File: src/rtl/lut_eval_if.sv
// lut_eval_if: configuration, evaluation handshake and sweep signals of lut_eval
interface lut_eval_if #(
    parameter int N_IN   = 3,
    parameter int N_FUNC = 2
);
    localparam int T  = 1 << N_IN;
    localparam int FW = N_FUNC > 1 ? $clog2(N_FUNC) : 1;
    logic                         cfg_we;
    logic [FW-1:0]                cfg_func;
    logic [T-1:0]                 cfg_table;
    logic                         in_valid;
    logic                         in_ready;
    logic [N_IN-1:0]              in_vec;
    logic                         out_valid;
    logic                         out_ready;
    logic [N_FUNC-1:0]            out_f;
    logic                         sweep_start;
    logic                         busy;
    logic                         sweep_done;
    logic [N_FUNC*(N_IN+1)-1:0]   sweep_count;
    modport master (
        output cfg_we, cfg_func, cfg_table, in_valid, in_vec, out_ready, sweep_start,
        input  in_ready, out_valid, out_f, busy, sweep_done, sweep_count
    );
    modport slave (
        input  cfg_we, cfg_func, cfg_table, in_valid, in_vec, out_ready, sweep_start,
        output in_ready, out_valid, out_f, busy, sweep_done, sweep_count
    );
endinterface

File: src/rtl/lut_eval.sv
// lut_eval: runtime-programmable truth-table evaluator with a minterm-counting sweep
module lut_eval #(
    parameter int N_IN   = 3,
    parameter int N_FUNC = 2
) (
    input logic       clk,
    input logic       rst,
    lut_eval_if.slave bus
);
    localparam int T  = 1 << N_IN;
    localparam int CW = N_IN + 1;
    typedef enum logic [1:0] {IDLE, SWEEP, DONE} state_t;
    state_t                    state_q, state_d;
    logic [N_FUNC-1:0][T-1:0]  tbl_q, tbl_d;
    logic [N_FUNC-1:0][CW-1:0] cnt_q, cnt_d;
    logic [N_IN-1:0]           idx_q, idx_d;
    logic                      out_valid_q, out_valid_d;
    logic [N_FUNC-1:0]         out_f_q, out_f_d;
    logic                      in_ready;
    logic                      accept;

    assign in_ready        = state_q == IDLE && !bus.sweep_start && (!out_valid_q || bus.out_ready);
    assign accept          = bus.in_valid && in_ready;
    assign bus.in_ready    = in_ready;
    assign bus.out_valid   = out_valid_q;
    assign bus.out_f       = out_f_q;
    assign bus.busy        = state_q == SWEEP;
    assign bus.sweep_done  = state_q == DONE;
    assign bus.sweep_count = cnt_q;

    // table writes; out-of-range channels never match, and the sweep freezes the tables
    always_comb begin
        tbl_d = tbl_q;
        for (int k = 0; k < N_FUNC; k++)
            if (bus.cfg_we && state_q != SWEEP && int'(bus.cfg_func) == k) tbl_d[k] = bus.cfg_table;
    end

    // result register: load on accept (old table), drop valid once consumed
    always_comb begin
        out_valid_d = accept || (out_valid_q && !bus.out_ready);
        for (int k = 0; k < N_FUNC; k++) out_f_d[k] = accept ? tbl_q[k][bus.in_vec] : out_f_q[k];
    end

    // sweep FSM: walk idx over every table entry, accumulating each channel's minterms
    always_comb begin
        state_d = state_q == IDLE  ? (bus.sweep_start ? SWEEP : IDLE) :
                  state_q == SWEEP ? (idx_q == '1 ? DONE : SWEEP) : IDLE;
        idx_d   = state_q == SWEEP ? idx_q + 1'b1 : '0;
        cnt_d   = state_q == IDLE && bus.sweep_start ? '0 : cnt_q;
        for (int k = 0; k < N_FUNC; k++)
            if (state_q == SWEEP) cnt_d[k] = cnt_q[k] + CW'(tbl_q[k][idx_q]);
    end

    // state registers with asynchronous clear
    always_ff @(posedge clk or posedge rst) begin
        if (rst) begin
            state_q     <= IDLE;
            tbl_q       <= '0;
            cnt_q       <= '0;
            idx_q       <= '0;
            out_valid_q <= 1'b0;
            out_f_q     <= '0;
        end else begin
            state_q     <= state_d;
            tbl_q       <= tbl_d;
            cnt_q       <= cnt_d;
            idx_q       <= idx_d;
            out_valid_q <= out_valid_d;
            out_f_q     <= out_f_d;
        end
    end
endmodule

File: src/flat_wrapper.sv
// flat-port wrapper written by rule: the top's interface ports become plain ports
module lut_eval_flat 
#(
    parameter int N_IN   = 3,
    parameter int N_FUNC = 2
)
  (clk, rst, bus_cfg_we, bus_cfg_func, bus_cfg_table, bus_in_valid, bus_in_vec, bus_out_ready, bus_sweep_start, bus_in_ready, bus_out_valid, bus_out_f, bus_busy, bus_sweep_done, bus_sweep_count);
  lut_eval_if #(.N_IN(N_IN), .N_FUNC(N_FUNC)) bus_i ();
  input logic clk;
  input logic rst;
  input wire logic [$bits(bus_i.cfg_we)-1:0] bus_cfg_we;
  input wire logic [$bits(bus_i.cfg_func)-1:0] bus_cfg_func;
  input wire logic [$bits(bus_i.cfg_table)-1:0] bus_cfg_table;
  input wire logic [$bits(bus_i.in_valid)-1:0] bus_in_valid;
  input wire logic [$bits(bus_i.in_vec)-1:0] bus_in_vec;
  input wire logic [$bits(bus_i.out_ready)-1:0] bus_out_ready;
  input wire logic [$bits(bus_i.sweep_start)-1:0] bus_sweep_start;
  output wire logic [$bits(bus_i.in_ready)-1:0] bus_in_ready;
  output wire logic [$bits(bus_i.out_valid)-1:0] bus_out_valid;
  output wire logic [$bits(bus_i.out_f)-1:0] bus_out_f;
  output wire logic [$bits(bus_i.busy)-1:0] bus_busy;
  output wire logic [$bits(bus_i.sweep_done)-1:0] bus_sweep_done;
  output wire logic [$bits(bus_i.sweep_count)-1:0] bus_sweep_count;
  assign bus_i.cfg_we = bus_cfg_we;
  assign bus_i.cfg_func = bus_cfg_func;
  assign bus_i.cfg_table = bus_cfg_table;
  assign bus_i.in_valid = bus_in_valid;
  assign bus_i.in_vec = bus_in_vec;
  assign bus_i.out_ready = bus_out_ready;
  assign bus_i.sweep_start = bus_sweep_start;
  assign bus_in_ready = bus_i.in_ready;
  assign bus_out_valid = bus_i.out_valid;
  assign bus_out_f = bus_i.out_f;
  assign bus_busy = bus_i.busy;
  assign bus_sweep_done = bus_i.sweep_done;
  assign bus_sweep_count = bus_i.sweep_count;
  lut_eval #(.N_IN(N_IN), .N_FUNC(N_FUNC)) u_core (.clk(clk), .rst(rst), .bus(bus_i));
endmodule
File: config.mk
export PLATFORM = sky130hd
export DESIGN_NAME = lut_eval_flat
export DESIGN_NICKNAME = d
export VERILOG_FILES = /design/src/rtl/lut_eval_if.sv /design/src/rtl/lut_eval.sv /design/src/flat_wrapper.sv
export SDC_FILE = /design/constraint.sdc
export NUM_CORES = 1
export LEC_CHECK = 0
export CAP_MARGIN = 10
export CORE_AREA = 4 4 62 64
export DETAILED_ROUTE_END_ITERATION = 7
export DIE_AREA = 0 0 66 68
export PLACE_DENSITY = 0.76
export SYNTH_ARGS = -nofsm -noshare
export SYNTH_HDL_FRONTEND = slang
export SYNTH_SLANG_ARGS = --single-unit
File: constraint.sdc
create_clock -name clk -period 3 [get_ports clk]
set_input_delay 0.6 -clock clk [delete_from_list [all_inputs] [get_ports clk]]
set_output_delay 0.6 -clock clk [all_outputs]
set_load 0.01 [all_outputs]
==> flow_summary.json, run 1 <==
{
  "status": "complete, no violations",
  "global_route_wire_length_before_repair_um": 5060,
  "aggregate_global_route_resource_usage_pct": 15.4,
  "path_max_fanout": 8,
  "die_width_um": 66,
  "antenna_left": 0,
  "die_y_um": 68,
  "layout.cells.most_common": "dfrtp_1",
  "critical_path_start_type": "register",
  "final-max-slew-violation-count": 0,
  "finalInstanceArea_um2": 2010,
  "rows": 21,
  "worstPathCellList": "nand2b_1 > inv_2 > clkdlybuf4s50_1",
  "clock_tree.root_cell": "clkbuf_4",
  "yosys_warnings": 0,
  "setup_viol": 0,
  "power_switching_share_pct": 34.1,
  "power.sequential.fraction_pct": 42.5,
  "postRouteWirelength_um": 3060,
  "total_power_per_unit_cell_area_nw_per_um2": 972,
  "clk_latency_ns": 0.33,
  "seq_area_frac_synth_pct": 49.7,
  "worst_setup_path_end_kind": "primary output",
  "detail_route.first_pass.iterations": 4,
  "worst_ir_drop_vdd_mv": 0.358,
  "final-instance-count-excl-fill": 197,
  "synth.area.top_cells": "dfrtp_1 (50%), mux2_2 (14%), mux4_2 (8.4%)",
  "fin_skew_ns": 0.0120,
  "post_drt_wl_per_cell_um": 15.5,
  "dp_worst_setup_slack_ns": 0.521,
  "power.leakage_nw": 0.920,
  "setup_slack_ns": 0.447,
  "area_growth_syn_to_layout_pct": 24.4,
  "critPathRequiredTime_ns": 2.40,
  "hp_start": "u_core.bus.out_f[1]$_DFFE_PP0P_",
  "fmaxAchievable_mhz": 392,
  "hold_buffers": 0,
  "cts_tree": "yes",
  "tritoncts.num_buffers": 5,
  "tritoncts_num_sinks": 32,
  "fin_tns_setup_ns": 0,
  "finalHoldViolations": 0,
  "clkSlewWorstSetupHoldPaths_ns": 0.09,
  "max_cap_viols": 0,
  "worst-r2r-setup-slack_ns": 0.71,
  "gr-total-overflow": 0,
  "cellInternalPower_mw": 1.28,
  "most_used_cells_in_the_layout_excluding_fill_and_tap_cells": "dfrtp_1 (32), clkdlybuf4s50_1 (31), mux2_2 (20)",
  "whs_path_depth": 2,
  "synth_largest_area_cell": "dfrtp_1",
  "layout_min_cycle_time_ns": 2.55,
  "antenna_cells": 0,
  "power_frac_clock_pct": 11.7,
  "number_of_antenna_violations_at_the_first_check_in_global_routing": 0,
  "final_period_utilization_pct": 85.1,
  "critPathKind": "reg -> out",
  "cts_post_setup_buffers_inserted": 0,
  "power.combinational.fraction_pct": 45.9,
  "timing.hold.worst.class": "reg -> reg",
  "placed_cell_area_um2": 1960,
  "drc_errors": 0,
  "io_pins": 32,
  "viasPerCell": 5.34,
  "synth_area_per_cell_um2": 13.9,
  "synth.cell_area_um2": 1610,
  "design.core.area_um2": 3280,
  "slowest_delay_ns": 0.56,
  "synthesis.nets": 140,
  "r2r_end": "u_core.bus.sweep_count[2]$_DFFE_PP0P_",
  "rsz0062_at_grt": "no",
  "via_count_of_the_first_global_routing_pass": 1133,
  "portBuffers": 31,
  "gp_congestion": 0.765,
  "switchingPower_mw": 0.666,
  "cp.arrival_ns": 1.95,
  "die-area_um2": 4490,
  "sum_of_net_half_perimeters_after_detailed_placement_um": 2350,
  "count_of_state_elements_after_synthesis": 32,
  "cts-resized-gates": 0,
  "mapped_cells": 116,
  "post-place-cells": 190,
  "slew_headroom_pct": 60.6,
  "finalNetCount": 175,
  "min_delay_worst_endpoint": "u_core.bus.out_f[1]$_DFFE_PP0P_",
  "cts_buffer_depth": 2,
  "power_mw": 1.95,
  "initialDrtViolationCount": 34,
  "yosysTopAreaCellShare_pct": 49.7,
  "initial_core_util_pct": 49.1,
  "rr_worst_depth": 6,
  "layout-drive-gt1-share_pct": 23.8,
  "cts_htree_levels": 2,
  "worstReg2RegStart": "u_core.idx_q[0]$_DFF_PP0_",
  "cp_slowest_cell": "clkdlybuf4s50_1",
  "vias": 1051,
  "slew_at_the_pin_with_the_worst_max_slew_slack_ns": 0.589,
  "grt_max_degree": 33,
  "distinct_cell_type_count_of_the_synthesized_netlist": 25
}
==> sequential cells by signal, indices dropped and copies added (netlist names) <==
name,flops
u_core.bus.out_valid,1
u_core.idx_q,3
u_core.state_q,2
u_core.bus.out_f,2
u_core.bus.sweep_count,8
u_core.tbl_q,16
==> per-layer routing <==
metal / GRT usage, % / wire length (um)
met1: 16.3 / 1280
met4: 7.61 / 67
met3: 4.27 / 139
met2: 28.0 / 1570
met5: 0 / 0
==> power groups by stage <==
stage | clock network (mW) | registers [mW] | logic (mW)
6_report | 0.227 | 0.829 | 0.894
5_1_grt | 0.252 | 0.861 | 0.983
4_1_cts | 0.237 | 0.832 | 0.912
3_5_place_dp | 0 | 0.837 | 0.913
3_3_place_gp | 0 | 0.823 | 0.872
2_1_floorplan | 0 | 0.789 | 0.646
==> critical path: cells and delay by family (launching register included) <==
family | cells | cell delay (ns)
simple gates | 1 | 0.38
flops | 1 | 0.46
buf+inv | 2 | 0.79
==> logic make-up (layout without fill, tap and decap cells) <==
kind of cell             Yosys count  in the layout  share of synthesized area (%)
AO/OA/AOI/OAI                     10             10                           4.96
multiplexers                      37             37                           29.2
XOR/XNOR                           1              1                          0.543
AND/OR/NAND/NOR                   21             21                           8.07
flip-flops                        32             32                           49.7
buffers and inverters              9             44                           2.95
adder cells (fa/ha/maj)            6              6                           4.65
==> final cells by class <==
type / count / area (um^2)
Inverter: 5 / 18.8
Tap cell: 46 / 57.6
Sequential cell: 32 / 801
Fill cell: 275 / 1280
Clock buffer: 6 / 41.3
Clock inverter: 1 / 5.00
Timing Repair Buffer: 32 / 318
Multi-Input combinational cell: 75 / 764
==> how the worst max path moves through the flow <==
stage,start,endpoint,cells after the start
after floorplan,u_core.idx_q[0]$_DFF_PP0_,u_core.bus.sweep_count[2]$_DFFE_PP0P_,7
after global placement,bus_out_ready,bus_in_ready,5
after detailed placement,bus_sweep_start,bus_in_ready,5
after CTS,u_core.state_q[1]$_DFF_PP0_,bus_busy,3
after global routing,u_core.state_q[1]$_DFF_PP0_,bus_busy,3
final,u_core.state_q[1]$_DFF_PP0_,bus_busy,3
==> metrics by stage <==
step	util [%]	hold slack (ns)
after global placement	59.7	0.487
after detailed placement	59.7	0.514
after floorplan	-	0.496
after global routing	61.1	0.548
final	61.1	0.529
after CTS	61.1	0.534
==> cells in the mapped netlist <==
| library cell | count |
|---|---|
| nand2b_1 | 2 |
| ha_1 | 6 |
| and2_1 | 2 |
| nand4b_1 | 1 |
| mux4_2 | 6 |
| buf_6 | 1 |
| nand3b_4 | 1 |
| mux2_2 | 20 |
| dfrtp_1 | 32 |
| a21o_1 | 2 |
| inv_2 | 1 |
| nor2b_1 | 1 |
| o21bai_1 | 1 |
| nor2_1 | 7 |
| o21ai_0 | 1 |
| nand3_4 | 1 |
| buf_2 | 2 |
| buf_4 | 1 |
| a22o_1 | 6 |
| inv_1 | 4 |
| mux2i_1 | 11 |
| nand3_1 | 2 |
| nor3_1 | 1 |
| xor2_1 | 1 |
| nand2_1 | 3 |
Note: power is estimated with default switching activity, not from simulation.
==> run 2, diff against run 1 <==
--- a/config.mk
+++ b/config.mk
@@ -7,6 +7,7 @@
 export LEC_CHECK = 0
 export CAP_MARGIN = 10
 export CORE_AREA = 4 4 62 64
+export CTS_CLUSTER_DIAMETER = 60
 export DETAILED_ROUTE_END_ITERATION = 7
 export DIE_AREA = 0 0 66 68
 export PLACE_DENSITY = 0.76
==> results of run 2 <==
The final DEF is identical to that of run 1; final timing and power are the same.
==> run 3, diff against run 2 <==
--- a/config.mk
+++ b/config.mk
@@ -8,6 +8,7 @@
 export CAP_MARGIN = 10
 export CORE_AREA = 4 4 62 64
 export CTS_CLUSTER_DIAMETER = 60
+export CTS_CLUSTER_SIZE = 16
 export DETAILED_ROUTE_END_ITERATION = 7
 export DIE_AREA = 0 0 66 68
 export PLACE_DENSITY = 0.76
==> results of run 3 <==
The final DEF is identical to that of run 1; final timing and power are the same.
==> variant 1, RTL diff (flow settings as in run 3) <==
`N_IN` is set to 3 in 3 places; all go to 2.
--- a/src/rtl/lut_eval_if.sv
+++ b/src/rtl/lut_eval_if.sv
@@ -1,6 +1,6 @@
 // lut_eval_if: configuration, evaluation handshake and sweep signals of lut_eval
 interface lut_eval_if #(
-    parameter int N_IN   = 3,
+    parameter int N_IN   = 2,
     parameter int N_FUNC = 2
 );
     localparam int T  = 1 << N_IN;
--- a/src/rtl/lut_eval.sv
+++ b/src/rtl/lut_eval.sv
@@ -1,6 +1,6 @@
 // lut_eval: runtime-programmable truth-table evaluator with a minterm-counting sweep
 module lut_eval #(
-    parameter int N_IN   = 3,
+    parameter int N_IN   = 2,
     parameter int N_FUNC = 2
 ) (
     input logic       clk,
--- a/src/flat_wrapper.sv
+++ b/src/flat_wrapper.sv
@@ -1,7 +1,7 @@
 // flat-port wrapper written by rule: the top's interface ports become plain ports
 module lut_eval_flat 
 #(
-    parameter int N_IN   = 3,
+    parameter int N_IN   = 2,
     parameter int N_FUNC = 2
 )
   (clk, rst, bus_cfg_we, bus_cfg_func, bus_cfg_table, bus_in_valid, bus_in_vec, bus_out_ready, bus_sweep_start, bus_in_ready, bus_out_valid, bus_out_f, bus_busy, bus_sweep_done, bus_sweep_count);
Ports: changed (resized bus_cfg_table, bus_in_vec and bus_sweep_count); port bits go from 32 to 25. The function was not compared with the original's and may differ.
==> variant 1 against run 3 <==
Total power shrank 37%; critical endpoint is now bus_in_ready; routed wire length is 40% lower; synthesized area is 39% lower; count of clock-buffer cells in the layout is 2 lower; sequential cell count fell by 11; design area fell by 35%; critical path type is now in2out; worst setup slack improved by 0.013 ns; die area unchanged; core utilization is 21 points lower.
==> variant 1: results (changes against run 3) <==
[cells_and_area]
nets = 113  ; -35%
comb.multi_input.count = 43  ; -43%
clock_tree_area_fraction_pct = 2.02  ; -0.29 points
clkbuf_count = 4  ; -2
inverters = 2  ; -3
seq_share_pct = 40.4  ; +0.50 points

[drt]
drt_wl_total_um = 1830  ; -40%
dr.pass1.iters = 3  ; -1
wl_met3_um = 113  ; -19%
drt_iter0_drc = 23  ; -32%

[placed_design]
post-place-ws_ns = 0.447  ; -0.0746 ns

[setup_path]
crit_fanout = 2  ; -6
r2r-end = u_core.bus.sweep_count[5]
slowest_delay_ns = 0.53  ; -0.03 ns
startpoint = bus_sweep_start
worstRegToRegCells = 5  ; -1

[yosys]
ys_types = 19  ; -24%
seq_area_frac_synth_pct = 53.8  ; +4.2 points

[cts]
path_clk_slew_ns = 0.11  ; +0.02 ns
cts_max_level = 1  ; -1
numCtsBuffers = 3  ; -2
clk_latency_ns = 0.30  ; -0.03 ns

[grt]
use_met1_pct = 11.2  ; -5.1 points
first_global_vias = 733  ; -35%
grt_pass1_wl_um = 3280  ; -35%
grt_use_total_pct = 9.49  ; -5.9 points
use_met2_pct = 16.0  ; -12 points

[run_status]
status = complete, no violations

[pwr]
ir_drop_mv = 0.361  ; +0.73%

[variant 1: through the flow]
step	hold slack (ns)	instance area (µm²)
3_3_place_gp	0.505	1270
3_5_place_dp	0.502	1270
2_1_floorplan	0.491	976
5_1_grt	0.557	1300
4_1_cts	0.527	1300
6_report	0.526	1300
[variant 1: how the worst max path moves through the flow]
stage                                            to  slack [ns]  depth (start not counted)
final                                  bus_in_ready        0.46                          4
after global routing                   bus_in_ready        0.33                          4
after CTS                              bus_in_ready        0.44                          4
after detailed placement               bus_in_ready        0.45                          4
after global placement                 bus_in_ready        0.46                          4
after floorplan           u_core.bus.sweep_count[5]        1.14                          5
[variant 1: logic make-up after synthesis]
group,Yosys count,synth area share (%)
DFF,21,53.8
buffers and inverters,2,0.768
muxes,16,22.9
AOI/OAI and AO/OA,8,6.67
and+or+nand+nor,14,9.36
adders and majority gates,5,6.41
[variant 1: power by group]
part | internal, µW | switching, µW
clock | 51.7 | 80.5
combinational | 354 | 211
sequential | 413 | 111
==> variant 2, RTL diff (flow settings as in run 3) <==
Made on the original files. Re-encode `state_t` (3 states) as one-hot, 3 bits wide.
--- a/src/rtl/lut_eval.sv
+++ b/src/rtl/lut_eval.sv
@@ -9,7 +9,7 @@
 );
     localparam int T  = 1 << N_IN;
     localparam int CW = N_IN + 1;
-    typedef enum logic [1:0] {IDLE, SWEEP, DONE} state_t;
+    typedef enum logic [2:0] {IDLE = 3'b001, SWEEP = 3'b010, DONE = 3'b100} state_t;
     state_t                    state_q, state_d;
     logic [N_FUNC-1:0][T-1:0]  tbl_q, tbl_d;
     logic [N_FUNC-1:0][CW-1:0] cnt_q, cnt_d;
Check against the original RTL: same outputs for any inputs over 10 cycles, from zero or initial values and one cycle with rst high; not proved beyond that.
==> variant 2 against run 3 <==
Critical path depth increased by 1; count of clock-buffer cells in the layout increased by 2; non-clock buffer count increased by 1; total power decreased by 25%; synthesized area increased by 1.2%; routed wire length increased by 0.42%; sequential cell count increased by 1; worst setup slack got worse by 0.18 ns; design area increased by 2.8%; highest routed layer unchanged.
==> variant 2: results (changes against run 3) <==
[cells_and_area]
finalNonFillerCells = 193  ; -2.0%
drive_gt1_share_pct = 25.9  ; +2.0 points
nets = 170  ; -2.9%
largest-register = u_core.tbl_q
n_fill_cell = 250  ; -9.1%
antenna_cells = 0  ; unchanged
largest_reg_flops = 16  ; unchanged

[grt]
grt_use_total_pct = 15.8  ; +0.40 points
grt_pass1_wl_um = 5300  ; +4.6%
grt_max_degree = 34  ; +3.0%
first_global_vias = 1146  ; +1.1%

[placed_design]
place_area_um2 = 2000  ; +2.2%
post-place-ws_ns = 0.266  ; -0.255 ns
hpwlAfterDp_um = 2310  ; -1.4%
port_buffers = 31  ; unchanged
gp_congestion = 0.833  ; +8.8%

[drt]
drt_iter0_drc = 54  ; +59%
drt_wl_total_um = 3070  ; +0.42%
viasPerCell = 5.51  ; +3.2%
dr.pass1.iters = 4  ; unchanged

[run_status]
status = complete, no violations

[yosys]
post_synth_fa_ha_maj_area_fraction_pct = 4.60  ; -0.057 points
seq_area_frac_synth_pct = 50.7  ; +1.0 points
synth_nets = 133  ; -5.0%
synth_top_cell_area_share_pct = 49.0  ; -0.61 points
synth-compound-area-share_pct = 5.06  ; +0.092 points
synthXorXnorAreaFrac_pct = 1.07  ; +0.53 points
syn_avg_cell_area_um2 = 15.0  ; +7.7%
synthTopCellsByArea = dfrtp_1 49%, mux2_2 15%, mux4_1 6.4%
synthTopCellsByCount = 32 x dfrtp_1, 22 x mux2_2, 6 x a22o_1, 6 x ha_1
ys_types = 27  ; +8.0%
synth_mux_area_share_pct = 28.4  ; -0.82 points

[setup_path]
crit_end = bus_in_ready
worstRegToRegCells = 7  ; +1
cp_slowest_cell = clkdlybuf4s50_1
r2r_slack_ns = 0.62  ; -0.09 ns
r2r-end = u_core.bus.sweep_count[2]
startpoint = bus_sweep_start
slowest_delay_ns = 0.54  ; -0.02 ns
arrival_ns = 2.14  ; +0.19 ns
crit_family = buffers and inverters
r2r_start = u_core.idx_q[0]
crit_fanout = 2  ; -6

[pwr]
internal_power_uw = 1020  ; -20%
power.share.clock_pct = 17.6  ; +5.9 points
p_leak_uw = 0.000876  ; -4.8%
pg_clk_uw = 259  ; +14%
power_combinational_uw = 522  ; -42%
ir_drop_mv = 0.403  ; +13%

[timing]
worst_pin_slew_ns = 0.696  ; +0.106 ns
min_period_ns = 2.74  ; +0.183 ns
skew_ns = 0.0173  ; +0.00526 ns

[cts]
ctsResizeCount = 0  ; unchanged
path_clk_slew_ns = 0.11  ; +0.02 ns
numCtsBuffers = 5  ; unchanged

[worst_hold_path]
hold_class = reg2reg

==> variant 2: changes by cell type after synthesis, moves of 3 or more <==
cell and change:
inv_1 -3, mux2i_1 -9, mux4_1 +4, nor2_1 -6, nor4b_1 +3
==> variant 2: kinds of logic (layout without fill, tap and decap cells) <==
logic type / Yosys count / count (layout)
flip-flops: 33 / 33
multiplexers: 32 / 32
AND/OR/NAND/NOR: 22 / 22
AO/OA/AOI/OAI: 10 / 10
adder cells (fa/ha/maj): 6 / 6
buffers and inverters: 4 / 42
XOR/XNOR: 2 / 2
==> variant 2: cell type report <==
class | instances | area (µm²) | area share, %
Tap cell | 46 | 57.6 | 2.79
Multi-Input combinational cell | 72 | 790 | 38.3
Sequential cell | 33 | 827 | 40.1
Inverter | 1 | 3.75 | 0.182
Timing Repair Buffer | 33 | 325 | 15.8
Clock buffer | 8 | 58.8 | 2.85
==> variant 2: metal layers <==
| layer | GRT usage, % | wire length, µm | up-vias |
|---|---|---|---|
| li1 | - | - | 494 |
| met1 | 19.3 | 1360 | 536 |
| met2 | 26.3 | 1520 | 29 |
| met3 | 5.42 | 156 | 4 |
| met4 | 5.33 | 33 | 0 |
| met5 | 0 | 0 | - |
==> variant 2: how the worst min path moves through the flow <==
stage	end	slack, ns	from	depth (start not counted)
final	u_core.bus.sweep_count[6]	0.52	u_core.bus.sweep_count[6]	1
after global routing	u_core.bus.sweep_count[6]	0.54	u_core.bus.sweep_count[6]	1
after CTS	u_core.bus.sweep_count[6]	0.52	u_core.bus.sweep_count[6]	1
after detailed placement	u_core.bus.sweep_count[2]	0.50	u_core.bus.sweep_count[2]	1
after global placement	u_core.bus.out_f[0]	0.49	u_core.bus.out_f[0]	1
after floorplan	u_core.tbl_q[10]	0.49	u_core.tbl_q[10]	1
